--- config.mk ---
export PLATFORM = sky130hd
export DESIGN_NAME = func_sweep_ctrl
export DESIGN_NICKNAME = d
export VERILOG_FILES = /design/src/rtl/func_ctrl_pkg.sv /design/src/rtl/func_sweep_ctrl.sv
export SDC_FILE = /design/constraint.sdc
export NUM_CORES = 1
export LEC_CHECK = 0
export ABC_CLOCK_PERIOD_IN_PS = 1900
export CORE_MARGIN = 2
export CORE_UTILIZATION = 46
export CTS_CLUSTER_DIAMETER = 150
export DETAILED_ROUTE_END_ITERATION = 7
export PLACE_DENSITY = 0.74
export SYNTH_ARGS = -nofsm -noshare
export SYNTH_HDL_FRONTEND = slang
export SYNTH_SLANG_ARGS = --single-unit
export TNS_END_PERCENT = 100
--- constraint.sdc ---
create_clock -name clk -period 1.9 [get_ports clk]
set_clock_uncertainty 0.2 [all_clocks]
set_input_delay 0.285 -clock clk [delete_from_list [all_inputs] [get_ports clk]]
set_output_delay 0.285 -clock clk [all_outputs]
set_load 0.01 [all_outputs]
--- src/rtl/func_ctrl_pkg.sv ---
// Shared types and constants for the function-bank sweep controller.
// Holds the FSM state encoding and the bank's select/table widths.
package func_ctrl_pkg;

    localparam int FLAG_W   = 5;
    localparam int TABLE_W  = 16;
    localparam int IDX_W    = 4;
    localparam int SETTLE_W = 3;

    localparam logic [FLAG_W-1:0] IDLE_FLAG_DEFAULT = 5'b00000;

    typedef enum logic [1:0] {
        IDLE,
        SWEEP,
        RESP
    } state_t;

endpackage

--- src/rtl/func_sweep_ctrl.sv ---
// Sweeps all 16 {A,B,C,D} combinations through one flag-selected bank function
// and returns the sampled truth table on a valid/ready response port.
module func_sweep_ctrl
    import func_ctrl_pkg::*;
#(
    parameter logic [FLAG_W-1:0] IDLE_FLAG = IDLE_FLAG_DEFAULT,
    parameter int unsigned       SETTLE    = 0
) (
    input  logic               clk,
    input  logic               reset,
    input  logic               req_valid,
    output logic               req_ready,
    input  logic [FLAG_W-1:0]  req_flag,
    output logic               rsp_valid,
    input  logic               rsp_ready,
    output logic [TABLE_W-1:0] rsp_table,
    output logic               rsp_err,
    output logic [FLAG_W-1:0]  flag,
    output logic               A,
    output logic               B,
    output logic               C,
    output logic               D,
    input  logic               Y
);

    localparam logic [SETTLE_W-1:0] SETTLE_MAX = SETTLE_W'(SETTLE);
    localparam logic [IDX_W-1:0]    IDX_LAST   = IDX_W'(TABLE_W - 1);

    state_t              state;
    state_t              state_nxt;
    logic [IDX_W-1:0]    idx;
    logic [SETTLE_W-1:0] settle_cnt;
    logic                accept;
    logic                sample;
    logic                y_one;
    logic                y_bad;

    // NOTE: sequential state is written with non-blocking assignments so every
    // register samples pre-edge values regardless of block ordering.
    always_ff @(posedge clk) begin
        if (reset) state <= IDLE;
        else       state <= state_nxt;
    end

    // NOTE: every output of this block gets a default first, so no path can
    // leave a signal unassigned and infer a latch.
    always_comb begin
        state_nxt = state;
        req_ready = 1'b0;
        rsp_valid = 1'b0;
        accept    = 1'b0;
        sample    = 1'b0;
        unique case (state)
            IDLE: begin
                req_ready = 1'b1;
                if (req_valid) begin
                    accept    = 1'b1;
                    state_nxt = SWEEP;
                end
            end
            SWEEP: begin
                sample = !(settle_cnt < SETTLE_MAX);
                if (sample && idx == IDX_LAST) state_nxt = RESP;
            end
            RESP: begin
                rsp_valid = 1'b1;
                if (rsp_ready) state_nxt = IDLE;
            end
            default: state_nxt = IDLE;
        endcase
    end

    // A floating or contended bus reads as z/x; record it as 0 and flag it.
    assign y_one = (Y === 1'b1);
    assign y_bad = (Y !== 1'b0) && (Y !== 1'b1);

    // NOTE: only a handful of control/result registers exist here and all of
    // them are reset; there is no storage array that would need skipping.
    always_ff @(posedge clk) begin
        if (reset) begin
            flag       <= IDLE_FLAG;
            idx        <= '0;
            settle_cnt <= '0;
            rsp_table  <= '0;
            rsp_err    <= 1'b0;
        end else if (accept) begin
            flag       <= req_flag;
            idx        <= '0;
            settle_cnt <= '0;
            rsp_table  <= '0;
            rsp_err    <= 1'b0;
        end else if (state == SWEEP) begin
            if (!sample) begin
                settle_cnt <= settle_cnt + 1'b1;
            end else begin
                settle_cnt     <= '0;
                rsp_table[idx] <= y_one;
                if (y_bad) rsp_err <= 1'b1;
                // Releasing the bank on the last sample parks it before RESP.
                if (idx == IDX_LAST) begin
                    idx  <= '0;
                    flag <= IDLE_FLAG;
                end else begin
                    idx <= idx + 1'b1;
                end
            end
        end
    end

    assign {A, B, C, D} = idx;

endmodule

==> reports/summary.md <==
The overall routing resource usage is 0.185. Final hold violation count: 0. The most used standard cell by instance count after synthesis was dfxtp_1.

For the finished layout, the period the worst path requires is 1.82 ns. The sequential cells in the finished layout cover a total of 548 um^2. Library cell occupying the most area in the post-synthesis netlist: dfxtp_1. The least setup slack across all paths after layout is 0.0817 ns, and the area growth from synthesis to layout is 31.4%. The run gives 3230 um^2 as the die outline area.

The critical path goes through buf_4 > clkdlybuf4s50_1. Number of buffers added by the clock tree synthesis step: 3. TritonCTS built the clock tree. The clock net in this run drives a total of 27 sinks. In the final layout, the multi-input gates occupy 678 um^2. The worst register-to-register path has a depth of 4. The logs give 675 uV for the maximum vdd drop and 30 for the number of library cell types mapped by synthesis. The flow ran to the end, and the final reports show no timing, DRC or antenna violations. Timing would allow up to 550 MHz.

Portion of synthesized cell area occupied by the leading cell type: 0.421. The total via count after detailed routing was 1,068; the top-level port count was 38. The combinational group share of total power was 0.129. The period utilization was 0.957; the largest stage delay on the critical path was 0.53 ns. Fill cells in the final layout number 237. After global routing the overflow that remains totals 0. The internal power of the cells totals 722 uW. In this run the critical register-to-register path is captured at flag[3]. The most used flip-flop cell after synthesis is dfxtp_1. Cell with the biggest individual delay on the critical path: clkdlybuf4s50_1. The tools report the first-pass detailed-route iteration total as 4.

Entering global routing, the biggest net connects 20 pins. For this run, the post-layout net count is 178. For the placer congestion estimate, the log shows 0.778. The commonest cells after synthesis are dfxtp_1, nand3b_1, mux2i_1. The first global-routing pass estimated 4760 um of wire. Counting every net in the synthesized netlist gives 141. The worst min-delay path category is reg2reg. After synthesis, the cell types taking the most area are dfxtp_1, mux2i_1, nand3b_1, nand3_1, ha_1. Setup violations remaining at the end of the flow were counted as 0. Antenna cell count: 0. The ratio of total power to cell area is 570 nW/um^2.

Timing endpoint of the critical path: D. The maximum buffer depth of the clock tree came out at 2. Share of layout cells above drive strength 1: 0.110.

The logs give 0 for the count of maximum capacitance violations and 0.33 ns for the worst-skew pair later-pin latency. Portion of the post-synthesis area used by sequential elements: 0.421. The share of total power in sequential cells was 0.610; the average size of a mapped cell was 10.1 um^2. The overall die width came out at 56.9 um.

The path type of the worst setup path is reg2out. Final core area utilization: 0.623. After floorplanning, the core was divided into 19 placement rows. Once detailed placement completed, the half-perimeter wirelength came to 2060 um. For the leakage component of the power, the log shows 0.704 nW. Setup repair after global routing left no endpoint under its margin. Dividing the detail-routed wire length by the instance count gives 14.1 um. Data on the critical path is required at its endpoint by 1.41 ns. The H-tree depth reported by CTS was 1. Count of buffers from port buffering: 36. The starting density of the core came out at 0.474. In the routed layout, each cell is associated on average with a via count of 5.51. Yosys printed 0 warnings. In this run the worst setup path begins at idx[0]. The area inside the core boundary was 2710 um^2; the worst hold slack was 0.301 ns. The share of total power consumed by net switching is 0.250. For the synthesized instance count, the log shows 127. After synthesis the netlist holds a flip-flop and latch count of 27. The number of setup buffers added after CTS is 0.

The number of global-route vias before repair is 1,063. The synthesized netlist occupies a cell area of 1280 um^2. Of all nets on the critical path, the largest fanout is 6. STA classifies the critical path startpoint as a register. Source of the worst register-to-register timing path: idx[1].

Die boundary height: 56.9 um. The worst setup path is captured at an output port. The synthesized design contains 0 enable-type register cells. The tree is rooted in a clkbuf_4. The run gives 0.20 ns as the slack of the worst reg-to-reg path. Timing analysis after detailed placement gives a worst setup slack of -0.0664 ns. After clock tree synthesis, the clock-pin slew on the worst setup and hold paths is 0.14 ns. Total power for the finished layout comes to 962 uW.

Max-slew violation count: 0. For the final antenna-violating net count, the log shows 0. The number of antenna violations at the first check in global routing was 0; the number of DRC violations after detailed-routing iteration 0 was 23.

STA puts the critical path data arrival time at 1.33 ns. For the net switching component of the power, the log shows 240 uW. The share of flip-flops with an asynchronous set or reset after synthesis works out to 0. The routed wire length came out at 2730 um.

The tools report the clock group share of total power as 0.261. The final routed DRC violation total is 0.
stage by stage:
step                      cell area [um^2]  TNS [ns]  cells
after global routing                  1690         0    194
final                                 1690         0    194
after floorplan                       1280         0    127
after global placement                1650    -0.373    190
after CTS                             1680         0    194
after detailed placement              1650    -0.896    190
worst max-delay path: cells and delay by family, from the launching register on:
family   cells  cell delay, ns
flops        1            0.35
buf+inv      2            0.66
routing by layer:
layer / part of all wire / vias to the layer above / GRT usage
met1: 0.45 / 517 / 0.231
met5: 0 / - / 0
met3: 0.058 / 2 / 0.0576
li1: - / 523 / -
met2: 0.49 / 26 / 0.314
met4: 0.0048 / 0 / 0.0365
power by group through the flow:
stage / clock network (mW) / logic [mW] / registers, mW
after global placement: 0 / 0.123 / 0.598
after CTS: 0.261 / 0.126 / 0.587
after floorplan: 0 / 0.0683 / 0.603
after detailed placement: 0 / 0.126 / 0.598
final: 0.251 / 0.124 / 0.587
after global routing: 0.281 / 0.136 / 0.589
final cells by class:
type                            count  area share
Multi-Input combinational cell     90       0.402
Sequential cell                    27       0.325
Timing Repair Buffer               40       0.230
Tap cell                           31      0.0230
Clock buffer                        3      0.0133
Inverter                            2     0.00445
Clock inverter                      1     0.00297
flip-flops by register name, indices dropped and copies added (netlist names):
| signal | flops |
|---|---|
| rsp_table | 16 |
| flag | 5 |
| idx | 4 |
| state | 2 |
how the worst min path moves through the flow:
stage | to | startpoint | depth (start not counted)
after detailed placement | flag[4] | flag[4] | 1
after global routing | flag[4] | flag[4] | 1
after global placement | flag[4] | flag[4] | 1
final | flag[1] | flag[1] | 1
after CTS | flag[2] | flag[2] | 1
after floorplan | flag[0] | req_flag[0] | 1
placed cells by master (no fill, tap or decap), types with 2 or more instances in the layout:
cell,instances
nor2b_1,3
clkdlybuf4s50_1,34
clkbuf_4,3
dfxtp_2,6
a21oi_1,5
nor2_1,3
mux2i_1,16
nand2b_1,3
a22o_1,5
nand3_1,12
nand2_1,7
ha_1,4
buf_4,4
inv_1,2
dlygate4sd2_1,2
dfxtp_1,21
nor2_2,2
nand3b_1,17
cell families after synthesis:
| logic type | Yosys count | share of synthesized area |
|---|---|---|
| buf+inv | 10 | 0.0535 |
| other cells | 1 | 0.00292 |
| simple gates | 55 | 0.268 |
| xor+xnor | 1 | 0.00682 |
| fa+ha+maj | 4 | 0.0389 |
| mux | 16 | 0.125 |
| flops | 27 | 0.421 |
| compound gates | 13 | 0.0847 |
what timing repair did:
item                                    CTS  global route
pin swaps                                 1             0
endpoints found under the hold margin     0             0
hold buffers                              0             0
endpoints found under the setup margin    2             4
gates resized for setup                   5             4
No activity file was read; power rests on OpenSTA's default activity.
